File: config.mk
export PLATFORM = sky130hd
export DESIGN_NAME = ddr_row_cmd_sched
export DESIGN_NICKNAME = d
export VERILOG_FILES = /design/src/rtl/ddr_sched_pkg.sv /design/src/rtl/ddr_row_cmd_sched.sv
export SDC_FILE = /design/constraint.sdc
export NUM_CORES = 1
export LEC_CHECK = 0
export BUFFER_PORTS_ARGS = -buffer_cell sky130_fd_sc_hd__buf_2
export CAP_MARGIN = 20
export CELL_PAD_IN_SITES_DETAIL_PLACEMENT = 1
export CELL_PAD_IN_SITES_GLOBAL_PLACEMENT = 2
export CORE_ASPECT_RATIO = 1.4
export CORE_MARGIN = 2
export CORE_UTILIZATION = 30
export CTS_CLUSTER_SIZE = 25
export DETAILED_ROUTE_END_ITERATION = 7
export PLACE_DENSITY = 0.76
export SYNTH_ARGS = -nofsm -noshare
export SYNTH_HDL_FRONTEND = slang
export SYNTH_SLANG_ARGS = --single-unit
File: constraint.sdc
create_clock -name clk -period 24.7 [get_ports clk]
set_input_delay 2.47 -clock clk [delete_from_list [all_inputs] [get_ports clk]]
set_output_delay 2.47 -clock clk [all_outputs]
set_load 0.01 [all_outputs]
File: src/rtl/ddr_sched_pkg.sv
// ddr_sched_pkg
//   Shared definitions for the DDR row command scheduler.
//   - BEAT_BYTES / BEAT_LSB : AXI beat size in bytes and its log2.
//   - sched_state_e         : scheduler FSM state encoding.
//   - is_beat_aligned()     : true when the low BEAT_LSB bits of a byte
//                             count are zero (a whole number of beats).
package ddr_sched_pkg;

   localparam int BEAT_BYTES = 32;
   localparam int BEAT_LSB   = $clog2(BEAT_BYTES);

   typedef enum logic [2:0] {
      S_IDLE,
      S_WAITIDLE,
      S_ISSUE,
      S_GUARD,
      S_WAITROW,
      S_DONE
   } sched_state_e;

   function automatic logic is_beat_aligned(input logic [BEAT_LSB-1:0] low_bits);
      return (low_bits == '0);
   endfunction

endpackage

File: src/rtl/ddr_row_cmd_sched.sv
// ddr_row_cmd_sched
//   Expands one 2-D transfer descriptor into one mover command per row.
//   Each row is issued only when the mover reports idle, and the mover's
//   idle is ignored for one guard cycle after each command because it
//   falls a cycle late.
//
//   Handshake: a descriptor transfers on a clock edge where desc_valid and
//   desc_ready are both 1. desc_ready is 1 only in S_IDLE; desc_valid at
//   any other time is ignored.
//
//   Ports
//     clk, rst          : clock, asynchronous active-high reset
//     desc_*            : descriptor (base, stride, row bytes, rows, dir, size)
//     abort             : finish after the row currently in flight
//     mover_idle        : idle status from the mover
//     ddr_st_addr_out,
//     ddr_len, cmd_type,
//     axi_size          : command fields, held between strobes
//     ddr_conf          : one-cycle command strobe
//     row_idx           : index of the row being issued
//     busy, done        : descriptor in progress / one-cycle completion pulse
//     desc_err          : sticky bad-length flag, cleared on the next accept
//
//   All outputs except desc_ready are registered and decoded from the
//   current state, so they trail the state register by one cycle.
module ddr_row_cmd_sched
   import ddr_sched_pkg::*;
#(
   parameter int C_AXI_ADDR_WIDTH = 64,
   parameter int SINGLE_LEN       = 24,
   parameter int ROW_CNT_W        = 16,
   parameter int STRIDE_W         = 32
) (
   input  logic                        clk,
   input  logic                        rst,
   input  logic                        desc_valid,
   output logic                        desc_ready,
   input  logic [C_AXI_ADDR_WIDTH-1:0] desc_base,
   input  logic [STRIDE_W-1:0]         desc_stride,
   input  logic [SINGLE_LEN-1:0]       desc_row_bytes,
   input  logic [ROW_CNT_W-1:0]        desc_rows,
   input  logic                        desc_cmd_type,
   input  logic [2:0]                  desc_axi_size,
   input  logic                        abort,
   input  logic                        mover_idle,
   output logic [C_AXI_ADDR_WIDTH-1:0] ddr_st_addr_out,
   output logic [SINGLE_LEN-1:0]       ddr_len,
   output logic                        ddr_conf,
   output logic                        cmd_type,
   output logic [2:0]                  axi_size,
   output logic [ROW_CNT_W-1:0]        row_idx,
   output logic                        busy,
   output logic                        done,
   output logic                        desc_err
);

   localparam int AW = C_AXI_ADDR_WIDTH;

   sched_state_e          state_q, state_d;

   // Latched descriptor and working state
   logic [STRIDE_W-1:0]   stride_q, stride_d;
   logic [SINGLE_LEN-1:0] row_bytes_q, row_bytes_d;
   logic [ROW_CNT_W-1:0]  rows_q, rows_d;
   logic                  dir_q, dir_d;
   logic [2:0]            size_q, size_d;
   logic [AW-1:0]         cur_addr_q, cur_addr_d;
   logic                  abort_seen_q, abort_seen_d;

   // Registered outputs
   logic [AW-1:0]         addr_out_q, addr_out_d;
   logic [SINGLE_LEN-1:0] len_out_q, len_out_d;
   logic                  conf_q, conf_d;
   logic                  cmd_type_q, cmd_type_d;
   logic [2:0]            axi_size_q, axi_size_d;
   logic [ROW_CNT_W-1:0]  row_idx_q, row_idx_d;
   logic                  busy_q, busy_d;
   logic                  done_q, done_d;
   logic                  err_q, err_d;

   logic                  in_busy_state;
   logic                  stop_req;

   assign in_busy_state = (state_q == S_WAITIDLE) || (state_q == S_ISSUE) ||
                          (state_q == S_GUARD)    || (state_q == S_WAITROW);
   // An abort in the current cycle counts the same as one seen earlier.
   assign stop_req      = abort || abort_seen_q;

   always_comb begin
      state_d      = state_q;
      stride_d     = stride_q;
      row_bytes_d  = row_bytes_q;
      rows_d       = rows_q;
      dir_d        = dir_q;
      size_d       = size_q;
      cur_addr_d   = cur_addr_q;
      abort_seen_d = abort_seen_q | (abort & in_busy_state);
      row_idx_d    = row_idx_q;
      err_d        = err_q;

      // Outputs follow the current state one cycle later.
      conf_d     = (state_q == S_ISSUE);
      done_d     = (state_q == S_DONE);
      busy_d     = in_busy_state;
      addr_out_d = addr_out_q;
      len_out_d  = len_out_q;
      cmd_type_d = cmd_type_q;
      axi_size_d = axi_size_q;

      case (state_q)
         S_IDLE: begin
            if (desc_valid) begin
               stride_d     = desc_stride;
               row_bytes_d  = desc_row_bytes;
               rows_d       = desc_rows;
               dir_d        = desc_cmd_type;
               size_d       = desc_axi_size;
               cur_addr_d   = desc_base;
               row_idx_d    = '0;
               abort_seen_d = 1'b0;
               err_d        = 1'b0;
               if (desc_rows == '0) begin
                  state_d = S_DONE;
               end else if ((desc_row_bytes == '0) ||
                            !is_beat_aligned(desc_row_bytes[BEAT_LSB-1:0])) begin
                  err_d   = 1'b1;
                  state_d = S_DONE;
               end else begin
                  state_d = S_WAITIDLE;
               end
            end
         end
         S_WAITIDLE: begin
            if (stop_req) begin
               state_d = S_DONE;
            end else if (mover_idle) begin
               state_d = S_ISSUE;
            end
         end
         S_ISSUE: begin
            addr_out_d = cur_addr_q;
            len_out_d  = row_bytes_q;
            cmd_type_d = dir_q;
            axi_size_d = size_q;
            state_d    = S_GUARD;
         end
         S_GUARD: begin
            state_d = S_WAITROW;
         end
         S_WAITROW: begin
            if (mover_idle) begin
               if (stop_req || (row_idx_q == rows_q - ROW_CNT_W'(1))) begin
                  state_d = S_DONE;
               end else begin
                  row_idx_d  = row_idx_q + ROW_CNT_W'(1);
                  // Stride is zero-extended; address wrap is silent.
                  cur_addr_d = cur_addr_q + {{(AW-STRIDE_W){1'b0}}, stride_q};
                  state_d    = S_ISSUE;
               end
            end
         end
         S_DONE: begin
            state_d = S_IDLE;
         end
         default: begin
            state_d = S_IDLE;
         end
      endcase
   end

   always_ff @(posedge clk or posedge rst) begin
      if (rst) begin
         state_q      <= S_IDLE;
         stride_q     <= '0;
         row_bytes_q  <= '0;
         rows_q       <= '0;
         dir_q        <= 1'b0;
         size_q       <= '0;
         cur_addr_q   <= '0;
         abort_seen_q <= 1'b0;
         addr_out_q   <= '0;
         len_out_q    <= '0;
         conf_q       <= 1'b0;
         cmd_type_q   <= 1'b0;
         axi_size_q   <= '0;
         row_idx_q    <= '0;
         busy_q       <= 1'b0;
         done_q       <= 1'b0;
         err_q        <= 1'b0;
      end else begin
         state_q      <= state_d;
         stride_q     <= stride_d;
         row_bytes_q  <= row_bytes_d;
         rows_q       <= rows_d;
         dir_q        <= dir_d;
         size_q       <= size_d;
         cur_addr_q   <= cur_addr_d;
         abort_seen_q <= abort_seen_d;
         addr_out_q   <= addr_out_d;
         len_out_q    <= len_out_d;
         conf_q       <= conf_d;
         cmd_type_q   <= cmd_type_d;
         axi_size_q   <= axi_size_d;
         row_idx_q    <= row_idx_d;
         busy_q       <= busy_d;
         done_q       <= done_d;
         err_q        <= err_d;
      end
   end

   assign desc_ready      = (state_q == S_IDLE);
   assign ddr_st_addr_out = addr_out_q;
   assign ddr_len         = len_out_q;
   assign ddr_conf        = conf_q;
   assign cmd_type        = cmd_type_q;
   assign axi_size        = axi_size_q;
   assign row_idx         = row_idx_q;
   assign busy            = busy_q;
   assign done            = done_q;
   assign desc_err        = err_q;

endmodule

### After elaboration in Yosys (flattened, before gate mapping)

Index checks and enable logic that the tools add are counted.

| word-level totals | value |
|---|---|
| register bits after elaboration | 256 |
| logic and storage cells | 67 |
| output and inout port bits | 113 |

| cells by class | value |
|---|---|
| bitwise logic cells | 2 |
| add/subtract/negate cells | 3 |
| reduce and logical (&&, ||, !) cells | 15 |
| equal/unequal tests | 10 |
| muxes and demuxes | 20 |

Operators by type and width:

| kind | count |
|---|---|
| 2-to-1 mux 64 bit | 3 |
| one-hot mux 64 bit (2 select lines) | 1 |
| adder 64 x 32 -> 64 bit | 1 |
| 2-to-1 mux 16 bit | 3 |
| one-hot mux 16 bit (2 select lines) | 1 |
| logical NOT 24 bit | 1 |
| 2-to-1 mux 3 bit | 7 |
| adder 16 x 1 -> 16 bit (second input constant) | 1 |
| == test 16 bit | 1 |
| logical NOT 16 bit | 1 |
| subtractor 16 x 1 -> 16 bit (second input constant) | 1 |
| one-hot mux 3 bit (5 select lines) | 1 |
| == test 3 x 2 -> 1 bit (second input constant) | 2 |
| == test 3 bit (second input constant) | 2 |
| logical OR 1 bit | 6 |
| != test 2 bit (second input constant) | 3 |
| logical NOT 5 bit | 1 |
| 2-to-1 mux 1 bit | 4 |
| AND reduction 4 bit | 1 |
| == test 3 x 1 -> 1 bit (second input constant) | 1 |
| logical NOT 3 bit | 1 |
| != test 3 bit (second input constant) | 1 |
| AND reduction 3 bit | 1 |
| AND reduction 2 bit | 1 |
| 4 further kinds | 4 |

### Longest topological paths before layout

Gate-level depths: netlist of run 1.

| logic depth | value |
|---|---|
| depth in word-level cells | 8 |
| gate-level depth with buffers | 12 |

### Worst setup path after synthesis of run 1

No wires, ideal clock.

| path | value |
|---|---|
| kind | input-to-reg |
| start | input port desc_row_bytes[1] |
| end | register state_q[2] |
| data arrival time | 3743 ps |
| data required time | 24566 ps |
| slack | 20823 ps |
| cell stages on the path | 6 |
| cell sequence | or4_1 > or3_1 > o21ai_0 > a21oi_1 > a21oi_1 > o22ai_1 |

| on the way | value |
|---|---|
| cells in the longest elaborated chain, start to end | 7 |
| elaborated cells on any way between the ends | 8 |
| those cells by class | mux: 4; reduce/logical: 4 |

RTL lines:

| element | RTL line | RTL |
|---|---|---|
| start: declaration | ddr_row_cmd_sched.sv:40 | `input logic [SINGLE_LEN-1:0] desc_row_bytes,` |
| branches (longest 2 deep; another with logical NOT 24 bit) | n/a |  |
| logical OR 1 bit * | ddr_row_cmd_sched.sv:124 | `end else if ((desc_row_bytes == '0) \|\|` |
| 2-to-1 mux 3 bit * | ddr_row_cmd_sched.sv:124 |  |
| 2-to-1 mux 3 bit * | ddr_row_cmd_sched.sv:122 | `if (desc_rows == '0) begin` |
| 2-to-1 mux 3 bit * | ddr_row_cmd_sched.sv:112 | `if (desc_valid) begin` |
| one-hot mux 3 bit (5 select lines) * | ddr_row_cmd_sched.sv:110 | `case (state_q)` |
| end signal: assignment | ddr_row_cmd_sched.sv:191 | `state_q <= state_d;` |
| end: declaration | ddr_row_cmd_sched.sv:59 | `sched_state_e state_q, state_d;` |

Every way passes the cells marked *. The select of a mux whose other input is x is not followed.
A chain may end at the register's enable or synchronous reset.

==> results of run 1 <==
[cell type report]
type	instances	area share, %
Tap cell	617	4.61
Timing Repair Buffer	270	8.27
Sequential cell	256	38.3
Multi-Input combinational cell	1074	42.4
Antenna cell	1	0.0150
Clock buffer	39	4.73
Clock inverter	12	0.920
Inverter	31	0.740
[kinds of logic (layout without fill, tap and decap cells)]
| group | count (synthesis) | after routing | share of synthesized area [%] |
|---|---|---|---|
| and+or+nand+nor | 558 | 558 | 18.5 |
| AOI/OAI and AO/OA | 319 | 319 | 16.2 |
| DFF | 256 | 256 | 45.9 |
| muxes | 121 | 121 | 10.2 |
| buffers and inverters | 111 | 352 | 3.35 |
| xor gates and xnor gates | 41 | 41 | 2.57 |
| adders and majority gates | 35 | 35 | 3.19 |
| other | 0 | 1 | 0 |
[worst min path at each step]
stage,from,end,slack (ps),cells past startpoint
2_1_floorplan,dir_q$_DFFE_PP0P_,dir_q$_DFFE_PP0P_,440,2
3_3_place_gp,row_bytes_q[21]$_DFFE_PP0P_,row_bytes_q[21]$_DFFE_PP0P_,450,2
3_5_place_dp,row_bytes_q[3]$_DFFE_PP0P_,row_bytes_q[3]$_DFFE_PP0P_,460,2
4_1_cts,row_bytes_q[3]$_DFFE_PP0P_,row_bytes_q[3]$_DFFE_PP0P_,480,2
5_1_grt,row_bytes_q[22]$_DFFE_PP0P_,row_bytes_q[22]$_DFFE_PP0P_,490,2
6_report,row_bytes_q[1]$_DFFE_PP0P_,row_bytes_q[1]$_DFFE_PP0P_,470,2
[per-layer routing]
layer	vias up	part of all wire [%]
li1	5639	-
met4	6	3.0
met5	-	0.088
met2	240	52
met3	75	4.2
met1	5977	41
[flip-flops by register name, indices dropped and copies added (netlist names)]
register         count
cmd_type             1
stride_q            32
row_idx             16
row_bytes_q         24
size_q               3
ddr_conf             1
axi_size             3
busy                 1
abort_seen_q         1
desc_err             1
done                 1
rows_q              16
ddr_len             24
cur_addr_q          64
ddr_st_addr_out     64
state_q              3
dir_q                1
[Yosys cell counts (18+ instances only)]
master    count
dfrtp_1     256
and3_1       24
ha_1         34
nand3_1      47
xor2_1       22
a21oi_1      54
nor3_1       27
inv_1        31
o211ai_1     19
mux2_4       18
a211oi_1     19
a31oi_1      25
nor2_1       56
mux2_2       93
nand2_1     303
clkbuf_1     64
o21ai_0      55
xnor2_1      19
[worst reg2reg max path, stage by stage, from the launching register on]
cell and delay, ps:
dfrtp_1 370, ha_1 210, inv_1 70, fa_1 400, nand2b_1 180, a21o_1 210
a211o_1 340, a2111oi_2 680, o21ai_1 480, a211oi_1 900, a311oi_1 200, nor4_1 280
[stage by stage]
step / total power [uW] / hold WS, ps
finish: 2240 / 473
global route: 2420 / 492
CTS: 2270 / 476
detailed placement: 1820 / 463
global placement: 1780 / 452
floorplan: 1470 / 440
[power groups by stage]
stage	clock (uW)	sequential [uW]	combinational, uW
final	435	767	1030
after global routing	469	796	1160
after CTS	449	770	1050
after detailed placement	0	775	1040
after global placement	0	767	1020
after floorplan	0	740	729
==> run summary, run 1 <==
Area growth syn-to-layout: 20.0%
Sequential share of power: 34.3%
Die area: 48300 um2
Critical Path AT: 5020 ps
Final GP Congestion: 0.818
Cell accounting for the most synthesized area: dfrtp_1
Worst setup margin: 20240 ps
Non-Filler Instances: 2300
Net Sw Power: 941 uW
Cell Int Power: 1300 uW
Reg-to-Reg End: cur_addr_q[56]$_DFFE_PP0P_
Clock skew: 22.8 ps
Family with the most delay on the worst path: buffers and inverters
PwrDens: 134 nW/um2
Drt via density: 5.19
Ports: 258
Worst skew pair latency: 580 ps
Worst slew pin tran: 1040 ps
Root buffer cell: clkbuf_16
Met1 usage: 23.4%
Post-Syn Nets: 1621
WP data required: 25270 ps
Worst Setup Start Kind: primary input
Total of max-cap violations: 0
RR Startpoint: cur_addr_q[0]$_DFFE_PP0P_
CTS tree: built
H-tree levels: 1
Global routing's busiest layer: met2
Cts hold-fix bufs: 0
Crit-path max FO: 120
Outcome: finished clean
Fraction of the cycle the final worst path needs: 18.0%
Critical-path cell list: buf_2, inv_8, buf_4, buf_4
Commonest non-fill, non-tap cell in the layout: nand2_1
Post-route minimum period: 4460 ps
Final Core Density: 36.4%
Final cell area excluding filler cells: 16700 um2
Critical Path Sink Type: async pin
Post-CTS setup buffer count: 0
Max Buffers Root-to-Sink: 3
Clock power share: 19.5%
Critical path endpoint: ddr_st_addr_out[61]$_DFFE_PP0P_
Die Span Y: 259 um
Setup TNS: 0 ps
Ys flop type: dfrtp_1
Reg clk slew, reported paths: 60 ps
Critical path's slowest cell: buf_4
Die width: 186 um
# rows: 93
Buffers & Inverters on Critical Path: 4
Initial Util: 30.3%
Largest net degree at the start of global routing: 121
Yosys cell types: 81
Clk sink count: 256
Routed via count: 11900
Grt met3 use: 2.62%
Vias in the first global route: 13000
Post-Route WL: 46700 um
Critical path depth: 4
GR Util met2: 35.7%
RSZ-0062 raised after global routing: no
WL per Instance: 20.3 um
Place WS: 19460 ps
Pre-Repair DR Iteration Count: 4
Cells after Synth: 1441
CTS buffer count: 28
Dominant cells by area after synthesis: dfrtp_1 46%, nand2_1 8.2%, mux2_2 7.5%
GRT Util Overall: 19.6%
FF-to-FF setup slack: 20280 ps
CP Launch Point: rst
Syn Std Cell Area: 13900 um2
Final hold violations: 0
Ys Warns: 0
Crit Path Class: in -> async
R2R depth: 11
Post-synth ARST share: 100%
Fillers: 5300
Worst stage delay on the critical path: 840 ps
Net Sw Frac: 42.1%
Sequential-to-total area share from yosys stat: 45.9%
Hold WC Path Type: reg -> reg
Final nets: 1841
Area of the multi-input gates: 7100 um2
HPWL after DPL: 33300 um
First-pass GRT wire length: 73900 um
Post-route ant nets: 0
Setup violators final: 0
I/O Buffers: 257
Initial antenna violation count: 4
Top-area cell type share of the netlist area: 45.9%
DRC: 0
Placed insts: 2248
Slew Limit Headroom: 28.9%
DP Area: 15800 um2
Peak supply drop: 0.0000602 V
Share of cells above drive strength 1: 27.3%
Core box area: 46000 um2
Number of flops mapped to enable cells by yosys: 0
Max frequency: 224 MHz
Post_cts resized: 0
Pins Over Slew Limit: 0
Most frequent cells in the layout: 301 x nand2_1, 257 x buf_2, 256 x dfrtp_1
Lkg Pwr: 0.00801 uW
Iteration-0 DRC Markers: 495
Gate power share: 46.2%
Syn_area_per_cell: 9.68 um2
Most used cell, CP: buf_4
Grt ovf: 0
Reg area: 6410 um2
Seq cells post-synth: 256
(Power assumes the default switching activity.)
==> run 2: changes to the inputs <==
==> constraint.sdc (replaced) <==
create_clock -name clk -period 4.65 [get_ports clk]
set_input_delay 0.465 -clock clk [delete_from_list [all_inputs] [get_ports clk]]
set_output_delay 0.465 -clock clk [all_outputs]
set_load 0.01 [all_outputs]
==> run 2 against run 1 <==
First-iteration DRC count is 5.1% higher. Worst setup slack got worse by 20000 ps. Die area unchanged. Critical path type is now reg -> reg. Register-to-register slack got worse by 20000 ps. Cell count increased by 0.70%.
==> run summary, run 2 (synthesized netlist as in run 1, its figures left out) <==
RR Startpoint: cur_addr_q[0]$_DFFE_PP0P_
Final cell area excluding filler cells: 17000 um2
Post-route ant nets: 0
GR Util met2: 35.9%
Gate power share: 45.7%
Setup violators final: 0
Sequential share of power: 33.6%
Outcome: finished clean
Post-Route WL: 47000 um
Worst setup margin: 740 ps
Iteration-0 DRC Markers: 520
DRC: 0
Clock power share: 20.7%
Initial Util: 30.3%
Post-route minimum period: 3910 ps
Critical Path AT: 4360 ps
Met1 usage: 23.2%
HPWL after DPL: 33700 um
First-pass GRT wire length: 74000 um
R2R depth: 12
Max Buffers Root-to-Sink: 3
Hold Path Sink: stride_q[4]$_DFFE_PP0P_
DP Area: 15900 um2
CTS tree: built
Crit Path Class: reg -> reg
Reg clk slew, reported paths: 60 ps
Buffers & Inverters on Critical Path: 2
Critical-path cell list: ha_1, inv_1, fa_1, nand2b_1, a21o_1, a211o_1, a2111oi_2, o21ai_1, buf_4, a21oi_1, a31oi_1, o211a_1
Total of max-cap violations: 0
Slew Limit Headroom: 31.0%
Lkg Pwr: 0.00811 uW
Worst Setup Start Kind: flip-flop
Place WS: 764 ps
Initial antenna violation count: 6
Worst stage delay on the critical path: 660 ps
Die width: 186 um
Most frequent cells in the layout: 301 x nand2_1, 257 x buf_2, 256 x dfrtp_1
Crit-path max FO: 8
Critical path's slowest cell: a2111oi_2
WL per Instance: 20.3 um
Fraction of the cycle the final worst path needs: 84.1%
Share of cells above drive strength 1: 27.9%
GRT Util Overall: 19.5%
PwrDens: 716 nW/um2
Pre-Repair DR Iteration Count: 4
H-tree levels: 1
Setup TNS: 0 ps
Core box area: 46000 um2
Final nets: 1854
Grt ovf: 0
Hold Crit Depth: 3
Grt met3 use: 2.89%
Die area: 48300 um2
Routed via count: 12000
Fillers: 5380
Area growth syn-to-layout: 21.6%
Peak supply drop: 0.000298 V
Largest net degree at the start of global routing: 135
HP Start: desc_stride[4]
Post-CTS setup buffer count: 0
Min Hold Slack: 95.9 ps
Final hold violations: 0
Hold WC Path Type: in -> reg
Max frequency: 256 MHz
WP data required: 5100 ps
Cell Int Power: 7100 uW
Vias in the first global route: 13100
Ports: 258
Worst slew pin tran: 1030 ps
Net Sw Frac: 41.6%
Reg-to-Reg End: cur_addr_q[40]$_DFFE_PP0P_
CTS buffer count: 28
Final GP Congestion: 0.810
Commonest non-fill, non-tap cell in the layout: nand2_1
Root buffer cell: clkbuf_16
Clk sink count: 256
Family with the most delay on the worst path: compound AO/OA/AOI/OAI gates
Clock skew: 9.24 ps
Net Sw Power: 5050 uW
RSZ-0062 raised after global routing: no
Drt via density: 5.20
Critical Path Sink Type: flip-flop
Pins Over Slew Limit: 0
Die Span Y: 259 um
FF-to-FF setup slack: 740 ps
Worst skew pair latency: 560 ps
Global routing's busiest layer: met2
I/O Buffers: 257
# rows: 93
[run 2: area by class of cell]
type                    instances  area [um2]  area share [%]
inverters                      31         120           0.708
repair buffers                283        1520            8.97
diodes                          3        7.51          0.0443
clock buffers                  38         800            4.72
flip-flops and latches        256        6410            37.8
well taps                     617         772            4.55
multi-input cells            1074        7100            41.9
clock inverters                14         230            1.36
[run 2: worst max-delay path by stage]
stage	from	end	depth (start not counted)
final	cur_addr_q[0]$_DFFE_PP0P_	cur_addr_q[40]$_DFFE_PP0P_	12
after global routing	cur_addr_q[0]$_DFFE_PP0P_	cur_addr_q[40]$_DFFE_PP0P_	12
after CTS	cur_addr_q[0]$_DFFE_PP0P_	cur_addr_q[40]$_DFFE_PP0P_	12
after detailed placement	cur_addr_q[0]$_DFFE_PP0P_	cur_addr_q[40]$_DFFE_PP0P_	12
after global placement	cur_addr_q[0]$_DFFE_PP0P_	cur_addr_q[40]$_DFFE_PP0P_	12
after floorplan	rst	abort_seen_q$_DFF_PP0_	1
[run 2: what timing repair did]
item	4_1_cts	5_1_grt
hold buffers	1	0
resized for setup	0	0
hold endpoints to repair	13	0
[run 2: power groups by stage]
stage	Clock, uW	Combinational (uW)	Sequential (uW)
floorplan	0	3870	3930
global placement	0	5450	4090
detailed placement	0	5590	4130
CTS	2590	5630	4100
global route	2670	6180	4240
finish	2510	5550	4080
[run 2: worst reg2reg max path, stage by stage (launching register included)]
cell and delay [ps]:
dfrtp_1 380, ha_1 220, inv_1 70, fa_1 390, nand2b_1 180, a21o_1 210, a211o_1 330, a2111oi_2 660
o21ai_1 260, buf_4 230, a21oi_1 470, a31oi_1 160, o211a_1 240
[run 2: layer usage]
layer  wire length [um]  vias up  share of wire (%)
met2              24600      238                 52
met1              19200     6044                 41
li1                   -     5671                  -
met4               1240        8                2.6
met3               1930       74                4.1
met5                 52        -               0.11
[run 2: metrics by stage]
stage / util (%) / cells / total power (uW)
after floorplan: - / 1441 / 7810
after global placement: 34.6 / 2260 / 9540
after detailed placement: 34.6 / 2260 / 9720
after CTS: 36.9 / 2313 / 12300
after global routing: 36.9 / 2314 / 13100
final: 36.9 / 2316 / 12100
==> run 3: changes to the inputs <==
==> constraint.sdc (replaced) <==
create_clock -name clk -period 3.77 [get_ports clk]
set_input_delay 0.377 -clock clk [delete_from_list [all_inputs] [get_ports clk]]
set_output_delay 0.377 -clock clk [all_outputs]
set_load 0.01 [all_outputs]
==> run 3 against run 2 <==
Cell area up 4.0%. First-iteration DRC count down 12%. Count of clock-buffer cells in the layout up 1. Worst setup slack worse by 450 ps. Largest cell class unchanged. Highest routed layer unchanged.
==> run summary, run 3 (synthesized netlist as in run 1, its figures left out) <==
Outcome: finished clean
Family with the most delay on the worst path: compound AO/OA/AOI/OAI gates
PwrDens: 847 nW/um2
Critical Path Sink Type: flip-flop
Critical path's slowest cell: fa_1
DP Area: 16000 um2
Die Span Y: 259 um
Worst stage delay on the critical path: 400 ps
FF-to-FF setup slack: 290 ps
Routed via count: 12300
H-tree levels: 1
Pins Over Slew Limit: 0
Share of cells above drive strength 1: 27.5%
Critical-path cell list: ha_1, inv_1, fa_1, nand2b_1, a21o_1, a211o_1, a2111oi_2, buf_4, o21ai_2, a211oi_1, buf_4, a311oi_1, nor4_1
Commonest non-fill, non-tap cell in the layout: nand2_1
Worst setup margin: 290 ps
Vias in the first global route: 13500
Sequential share of power: 33.8%
Post-route ant nets: 0
Largest net degree at the start of global routing: 74
# rows: 93
Initial Util: 30.3%
WP data required: 4250 ps
Slew Limit Headroom: 52.2%
Place WS: 191 ps
Setup TNS: 0 ps
Peak supply drop: 0.000366 V
Iteration-0 DRC Markers: 456
Hold WC Path Type: in -> reg
First-pass GRT wire length: 75900 um
WL per Instance: 20.3 um
Post-CTS setup buffer count: 0
Post-Route WL: 48300 um
Reg clk slew, reported paths: 60 ps
Worst Setup Start Kind: flip-flop
CTS tree: built
Critical Path AT: 3960 ps
Setup violators final: 0
RSZ-0062 raised after global routing: no
Final Core Density: 38.4%
Final cell area excluding filler cells: 17600 um2
Buffers & Inverters on Critical Path: 3
Drt via density: 5.15
Max frequency: 287 MHz
Worst slew pin tran: 717 ps
Core box area: 46000 um2
Initial antenna violation count: 3
CTS buffer count: 29
Pre-Repair DR Iteration Count: 5
Clock power share: 19.6%
Ports: 258
Total of max-cap violations: 0
Final nets: 1921
Area growth syn-to-layout: 26.5%
Clk sink count: 256
Post-route minimum period: 3480 ps
Clock skew: 11.3 ps
Cell Int Power: 8660 uW
Die width: 186 um
N_diodes: 0
DRC: 0
Gate power share: 46.6%
GRT Util Overall: 20.1%
Final GP Congestion: 0.807
Root buffer cell: clkbuf_16
Final hold violations: 0
Lkg Pwr: 0.00842 uW
Net Sw Frac: 42.0%
Worst skew pair latency: 580 ps
Crit Path Class: reg -> reg
Grt ovf: 0
Max Buffers Root-to-Sink: 3
Die area: 48300 um2
Most frequent cells in the layout: 301 x nand2_1, 257 x buf_2, 256 x dfrtp_1
Net Sw Power: 6280 uW
Crit-path max FO: 9
I/O Buffers: 257
HPWL after DPL: 34000 um
Most used cell, CP: buf_4
Fraction of the cycle the final worst path needs: 92.3%
run 3: routing by layer:
layer	part of all wire [%]	up-vias	track usage [%]
li1	-	5789	-
met1	40	6119	23.3
met2	53	257	37.4
met3	4.1	87	2.95
met4	3.2	6	6.89
met5	0.058	-	0
run 3: worst min-delay path, cell delays in order:
cell and delay, ps:
buf_2 100, nand2_1 50, nand2_1 50
run 3: final timing paths:
| path | cells past startpoint | to | startpoint |
|---|---|---|---|
| min reg2reg | 2 | row_bytes_q[11]$_DFFE_PP0P_ | row_bytes_q[11]$_DFFE_PP0P_ |
| min | 3 | row_bytes_q[19]$_DFFE_PP0P_ | desc_row_bytes[19] |
| max in group asynchronous | 5 | size_q[0]$_DFFE_PP0P_ | rst |
| min in group asynchronous | 3 | cur_addr_q[38]$_DFFE_PP0P_ | rst |
| max | 13 | cur_addr_q[56]$_DFFE_PP0P_ | cur_addr_q[0]$_DFFE_PP0P_ |
| max reg2reg | 13 | cur_addr_q[56]$_DFFE_PP0P_ | cur_addr_q[0]$_DFFE_PP0P_ |
run 3: power by group through the flow:
stage / combinational [uW] / sequential, uW / clock, uW
floorplan: 4780 / 4850 / 0
global placement: 6810 / 5040 / 0
CTS: 7060 / 5060 / 3030
global route: 7790 / 5230 / 3130
finish: 6970 / 5040 / 2930
detailed placement: 6970 / 5090 / 0
run 3: what timing repair did:
item,in CTS,in global routing
endpoints found under the setup margin,0,7
gates resized for setup,0,1
hold buffers,59,1
hold endpoints to repair,59,7
run 3: final cells by class:
| type | instances | area, um2 |
|---|---|---|
| clock inverters | 13 | 144 |
| multi-input cells | 1074 | 7100 |
| inverters | 31 | 120 |
| flip-flops and latches | 256 | 6410 |
| clock buffers | 39 | 843 |
| fillers | 5286 | 28300 |
| repair buffers | 349 | 2250 |
| well taps | 617 | 772 |
run 3: per-stage QoR:
step	hold slack [ps]	total power, uW	std cells
CTS	0.123	15100	2377
global route	4.88	16200	2379
detailed placement	457	12100	2266
global placement	452	11800	2266
finish	22.6	14900	2379
floorplan	440	9630	1441
